### config.mk
export PLATFORM = sky130hd
export DESIGN_NAME = hd_mask_decoder
export DESIGN_NICKNAME = d
export VERILOG_FILES = /design/src/rtl/hd_mask_decoder.sv
export SDC_FILE = /design/constraint.sdc
export NUM_CORES = 1
export LEC_CHECK = 0
export CAP_MARGIN = 20
export CORE_MARGIN = 8
export CORE_UTILIZATION = 50
export DETAILED_ROUTE_END_ITERATION = 8
export PLACE_DENSITY_LB_ADDON = 0.05
export SLEW_MARGIN = 20
export SYNTH_ARGS = -nofsm -noshare
export SYNTH_HDL_FRONTEND = slang
export SYNTH_SLANG_ARGS = --single-unit
### constraint.sdc
create_clock -name clk -period 2.5 [get_ports clk]
set_input_delay 0.25 -clock clk [delete_from_list [all_inputs] [get_ports clk]]
set_output_delay 0.25 -clock clk [all_outputs]
set_load 0.02 [all_outputs]
### src/rtl/hd_mask_decoder.sv
// Sequential field decoder: expands a {invert, length, start} code into a 32-bit run mask,
// generating STEP bits per cycle behind valid/ready handshakes on both sides.
module hd_mask_decoder #(
   parameter int STEP  = 4,
   parameter int WIDTH = 32
) (
   input  logic             clk,
   input  logic             rst,
   input  logic             in_valid,
   output logic             in_ready,
   input  logic [15:0]      x,
   output logic             out_valid,
   input  logic             out_ready,
   output logic [WIDTH-1:0] y,
   output logic             busy
);

   localparam int         NCHUNK = WIDTH / STEP;
   localparam logic [4:0] LAST_K = 5'(NCHUNK - 1);

   generate
      if (!(STEP == 1 || STEP == 2 || STEP == 4 || STEP == 8 || STEP == 16 || STEP == 32)) begin : g_bad_step
         $error("hd_mask_decoder: STEP must be 1, 2, 4, 8, 16 or 32");
      end
      if (WIDTH != 32) begin : g_bad_width
         $error("hd_mask_decoder: WIDTH must be 32");
      end
   endgenerate

   // S_RESET keeps in_ready low for the cycle in which rst is still asserted.
   typedef enum logic [1:0] {S_RESET, S_IDLE, S_BUSY, S_DONE} state_t;

   state_t           state_reg, state_next;
   logic [4:0]       p_reg;
   logic [6:0]       end_reg;
   logic             inv_reg;
   logic [4:0]       k_reg;
   logic [WIDTH-1:0] acc_reg;
   logic [WIDTH-1:0] acc_next;
   logic [WIDTH-1:0] in_run;

   logic [5:0] n_field;
   logic [5:0] n_eff;
   logic [6:0] run_sum;
   logic [6:0] run_end;
   logic       unused_bits;

   assign unused_bits = ^x[15:12];

   // Saturate the length first, then clip the 7-bit end so the run never wraps.
   assign n_field = x[10:5];
   assign n_eff   = (n_field > 6'd32) ? 6'd32 : n_field;
   assign run_sum = 7'(x[4:0]) + 7'(n_eff);
   assign run_end = (run_sum > 7'd32) ? 7'd32 : run_sum;

   always_ff @(posedge clk) begin
      if (rst) begin
         state_reg <= S_RESET;
      end else begin
         state_reg <= state_next;
      end
   end

   always_comb begin
      state_next = state_reg;
      case (state_reg)
         S_RESET: state_next = S_IDLE;
         S_IDLE:  if (in_valid) state_next = S_BUSY;
         S_BUSY:  if (k_reg == LAST_K) state_next = S_DONE;
         S_DONE:  if (out_ready) state_next = S_IDLE;
         default: state_next = S_RESET;
      endcase
   end

   assign in_ready  = (state_reg == S_IDLE);
   assign busy      = (state_reg == S_BUSY);
   assign out_valid = (state_reg == S_DONE);
   assign y         = acc_reg;

   // Only the bits of chunk k are rewritten; the rest of the accumulator holds.
   generate
      for (genvar gi = 0; gi < WIDTH; gi++) begin : g_bit
         localparam logic [6:0] BIT_POS   = 7'(gi);
         localparam logic [4:0] CHUNK_IDX = 5'(gi / STEP);
         assign in_run[gi]   = (BIT_POS >= {2'b00, p_reg}) && (BIT_POS < end_reg);
         assign acc_next[gi] = (k_reg == CHUNK_IDX) ? (in_run[gi] ^ inv_reg) : acc_reg[gi];
      end
   endgenerate

   always_ff @(posedge clk) begin
      if (rst) begin
         p_reg   <= '0;
         end_reg <= '0;
         inv_reg <= 1'b0;
         k_reg   <= '0;
         acc_reg <= '0;
      end else if (state_reg == S_IDLE && in_valid) begin
         p_reg   <= x[4:0];
         end_reg <= run_end;
         inv_reg <= x[11];
         k_reg   <= '0;
         acc_reg <= '0;
      end else if (state_reg == S_BUSY) begin
         acc_reg <= acc_next;
         k_reg   <= k_reg + 5'd1;
      end
   end

endmodule

# ---- Word level (Yosys, flattened, before mapping)
# Index checks and enable logic that the tools add are counted.
# W data, S select, Z words.
dict set report totals {
  input_bits 20
  reg_bits 52
  out_inout_bits 35
  word_cells 175
}
dict set report classes {
  reduce_logical 44
  magnitude_cmp 65
  n_addsub 2
  muxes 6
  eq_ne 13
  bitwise_logic 32
}
# op n
set op_table {}
lappend op_table {{$lt A5 B7 Y1 const A} 16}
lappend op_table {{$ge A5 B5 Y1 const A} 15}
lappend op_table {{$lt A4 B7 Y1 const A} 8}
lappend op_table {{$ge A4 B5 Y1 const A} 8}
lappend op_table {{$logic_and A1 B1 Y1} 32}
lappend op_table {{$xor A1 B1 Y1} 32}
lappend op_table {{$lt A3 B7 Y1 const A} 4}
lappend op_table {{$eq A5 B3 Y1 const B} 4}
lappend op_table {{$ge A3 B5 Y1 const A} 4}
lappend op_table {{$reduce_and A2 Y1} 8}
lappend op_table {{$lt A1 B7 Y1 const A} 2}
lappend op_table {{$lt A2 B7 Y1 const A} 2}
lappend op_table {{$eq A5 B2 Y1 const B} 2}
lappend op_table {{$ge A1 B5 Y1 const A} 2}
lappend op_table {{$ge A2 B5 Y1 const A} 2}
lappend op_table {{$pmux W2 S4} 1}
lappend op_table {{$add A5 B6 Y7} 1}
lappend op_table {{$gt A7 B6 Y1 const B} 1}
lappend op_table {{$mux W7} 1}
lappend op_table {{$gt A6 B6 Y1 const B} 1}
lappend op_table {{$mux W2} 3}
lappend op_table {{$mux W6} 1}
lappend op_table {{$add A5 B1 Y5 const B} 1}
lappend op_table {{$eq A5 B1 Y1 const B} 1}
lappend op_table {{8 further kinds} 10}

# ---- Longest topological paths before layout
dict set report depth {
  depth_word 5
  mapped_depth 9
  ltp_nobuf 9
}

# ---- Least setup slack after synthesis
# No wires, ideal clock.
dict set report synth_timing {
  kind {input to register}
  startpoint {input x[5]}
  endpoint {register end_reg[1]}
  required_time_ns 2.383
  arrival_time_ns 1.690
  path_slack_ns 0.692
  cell_stages 9
  path_cell_list {nor2b_1 > ha_1 > inv_1 > fa_1 > nor2b_1 > nor3_1 > o211ai_1 > a21oi_2 > a32o_1}
}
dict set report synth_via {
  elab_chain_cells 5
}
# item line_no
set synth_lines {}
lappend synth_lines {{start, declared} 11} ;# input logic [15:0] x,
lappend synth_lines {{$gt A6 B6 Y1} 52} ;# assign n_eff = (n_field > 6'd32) ? 6'd32 : n_field;
lappend synth_lines {{$mux W6 (*)} 52}
lappend synth_lines {{$add A5 B6 Y7 (*)} 53} ;# assign run_sum = 7'(x[4:0]) + 7'(n_eff);
lappend synth_lines {{$gt A7 B6 Y1} 54} ;# assign run_end = (run_sum > 7'd32) ? 7'd32 : run_sum;
lappend synth_lines {{$mux W7 (*)} 54}
lappend synth_lines {{end signal, assigned} 99} ;# end_reg <= run_end;
lappend synth_lines {{end, declared} 35} ;# logic [6:0] end_reg;
# Every way passes the cells marked *; elsewhere a longest branch is shown, timed or not.
# A chain may end at the register's enable or synchronous reset.

# ---- Worst setup path after layout
dict set report layout_timing {
  startpoint {input x[10]}
  endpoint {register end_reg[3]}
}
# Same word-level chain as after synthesis.

==> results.toml <==
[setup_path]
reg2reg_depth = 5
crit_type = "input port to flop"
crit_path_end_kind = "flop"
slowest_delay_ns = 0.49
r2r-start = "end_reg[2]"
cp_cell_sequence = "clkdlybuf4s50_1, nand2b_1, inv_1, ha_1, a21oi_1, o22ai_1, or2_2, a21oi_2, a32o_1"
start_kind = "input port"
cp_max_fo = 6
reg2reg_slack_ns = 0.69
critPathSlowestCell = "clkdlybuf4s50_1"
critical_path_required_ns = 2.75
timing.rr.end = "y[14]"
crit_arrival_ns = 2.34

[cells_and_area]
antenna_cells = 0
seqCellArea_mm2 = 0.00104
utilization = 0.616
drive_gt1_frac = 0.0622
areaGrowthSynthToFinish_pct = 20.0
largest_reg_flops = 32
nFillCells = 562
multi_input_area_mm2 = 0.00180
layout_common_cells = "52 x dfxtp_1, 50 x clkdlybuf4s50_1, 37 x nor2_1, 35 x o21ai_0, 27 x a21oi_1"
layout_commonest_cell = "dfxtp_1"
num-nets-final = 435

[synthesis]
synth_area_mm2 = 0.00302
synthAdderAreaFrac = 0.0605
syn_nets = 400
yosysSeqAreaShare = 0.345
synth_async_sr_flop_share = 0
synth_edf_count = 0
synth_ff_type = "dfxtp_1"
yosys.area_share.simple = 0.159
synthXorXnorAreaFrac = 0.113
muxShareOfSynthArea = 0.00663
synth.distinct_cells = 48
netlist_instances = 366
synth_compound_area_frac = 0.258
synth_top_family_by_area = "compound AO/OA/AOI/OAI gates"
syn_avg_cell_area_um2 = 8.26
ys_ff_latch = 52
ys_warn_count = 0

[pwr]
power.switching_uw = 874
clockPowerShare = 0.209
p_sw_frac = 0.368
vdd_ir_drop_max_v = 0.000456
p_seq_frac = 0.422
p_per_area_mw_per_mm2 = 655
power_frac_comb = 0.369
internal_power_mw = 1.50
p_leak_nw = 1.32

[route]
antenna_left = 0
wirelength_um = 7530
dr.pass1.iters = 4
via_per_inst = 5.65
drtIter0Drc = 207
wl_per_cell_um = 15.8
vias = 2694
drc = 0

[grt]
grt_use_total = 0.178
grt-ovfl-total = 0
grt_max_degree = 32
antenna_found_initial = 0
grt_pass1_wl_um = 12900
first_global_vias = 2662

[die]
dieArea_mm2 = 0.00879
die_x_um = 93.7
placement_rows = 28
coreArea_mm2 = 0.00589
die_h_um = 93.7
io_pins = 55
start_util = 0.513

[cts]
cts_root_buf = "clkbuf_8"
clockBufferDepth = 2
hold_buffers = 0
clkTransAtPathRegs_ns = 0.09
clk_latency_ns = 0.31
cts_sinks = 52
cts_tree = "built"
cts_resized = 0
numCtsBuffers = 5
post-cts-setup-buffer-count = 0
htree_levels = 2

[sta]
fmax_ghz = 0.477
hold_viol = 0
worst_slew_pin_slew_ns = 0.691
final.setup.tns_ns = 0
relSlewSlack = 0.537
finalClockSkew_ns = 0.00837
setup_viol = 0
drv_slew = 0
fin_crit_sh = 0.838
rsz0062_at_grt = "false"
min_period_ns = 2.10

[placed_design]
place.gp.congestion = 0.858
port_buffers = 50
dp_hpwl_um = 5520

[min_path]
hold_depth = 2
worstHoldStart = "y[25]"
whs_endpoint = "y[25]"
worst_hold_path_type = "flop to flop"

[status]
outcome = "finished, final reports clean"

[job]
timing.max_cap.violations = 0
[per-stage QoR]
stage	instance area [um2]	worst slack [ns]	cells	hold WS (ns)	total power, mW
floorplan	3020	0.692	366	0.323	1.64
global placement	3530	0.138	469	0.473	1.88
detailed placement	3530	0.0618	469	0.488	1.89
CTS	3630	0.389	477	0.504	2.39
global route	3630	0.271	477	0.524	2.52
finish	3630	0.405	477	0.501	2.37
[power groups by stage]
stage,Combinational (mW),Clock (mW),Sequential [mW]
floorplan,0.643,0,0.994
detailed placement,0.875,0,1.02
finish,0.875,0.497,1.00
global route,0.968,0.539,1.01
CTS,0.882,0.509,0.999
global placement,0.865,0,1.01
[worst max-delay path by stage]
stage          slack, ns          to  start
2_1_floorplan       0.69  end_reg[1]   x[5]
3_3_place_gp        0.14  end_reg[0]  x[10]
3_5_place_dp        0.06  end_reg[0]  x[10]
4_1_cts             0.39  end_reg[3]  x[10]
5_1_grt             0.27  end_reg[1]  x[10]
6_report            0.40  end_reg[3]  x[10]
[area by class of cell]
class | count | area share
multi-input combinational | 273 | 0.498
sequential | 52 | 0.287
timing repair buffer | 56 | 0.150
tap | 75 | 0.0259
clock buffer | 6 | 0.0228
inverter | 13 | 0.0135
clock inverter | 2 | 0.00276
[logic make-up (layout without fill, tap and decap cells)]
| family | after synthesis | count (layout) |
|---|---|---|
| compound gates | 118 | 118 |
| xor+xnor | 39 | 39 |
| fa+ha+maj | 14 | 14 |
| buf+inv | 41 | 77 |
| flops | 52 | 52 |
| mux | 2 | 2 |
| simple gates | 100 | 100 |
[per-layer routing]
layer | vias to the layer above | routed length, um | track usage
met2 | 81 | 3450 | 0.282
met5 | - | 0 | 0
met1 | 1236 | 3460 | 0.228
li1 | 1362 | - | -
met4 | 0 | 209 | 0.0806
met3 | 15 | 422 | 0.0336
[Yosys cell counts, types with 6 or more instances]
cell      count  area, um2
xor2_1       18        158
xnor2_1      21        184
o21ai_0      35        175
dfxtp_1      52       1040
a21oi_1      27        135
clkbuf_1     13       48.8
nand2_1      16       60.1
nand3_1       9       45.0
nor2b_1       7       43.8
buf_2        12       60.1
nor3_1        6       30.0
nor2_1       37        139
a211oi_1     18        135
and3_1       10       62.6
inv_1        13       48.8
ha_1         13        163
[worst max-delay path: cells and delay by family]
family,cells,cell delay [ns]
buf+inv,2,0.54
fa+ha+maj,1,0.26
compound gates,4,0.83
simple gates,2,0.45
No activity file was read; power rests on OpenSTA's default activity.
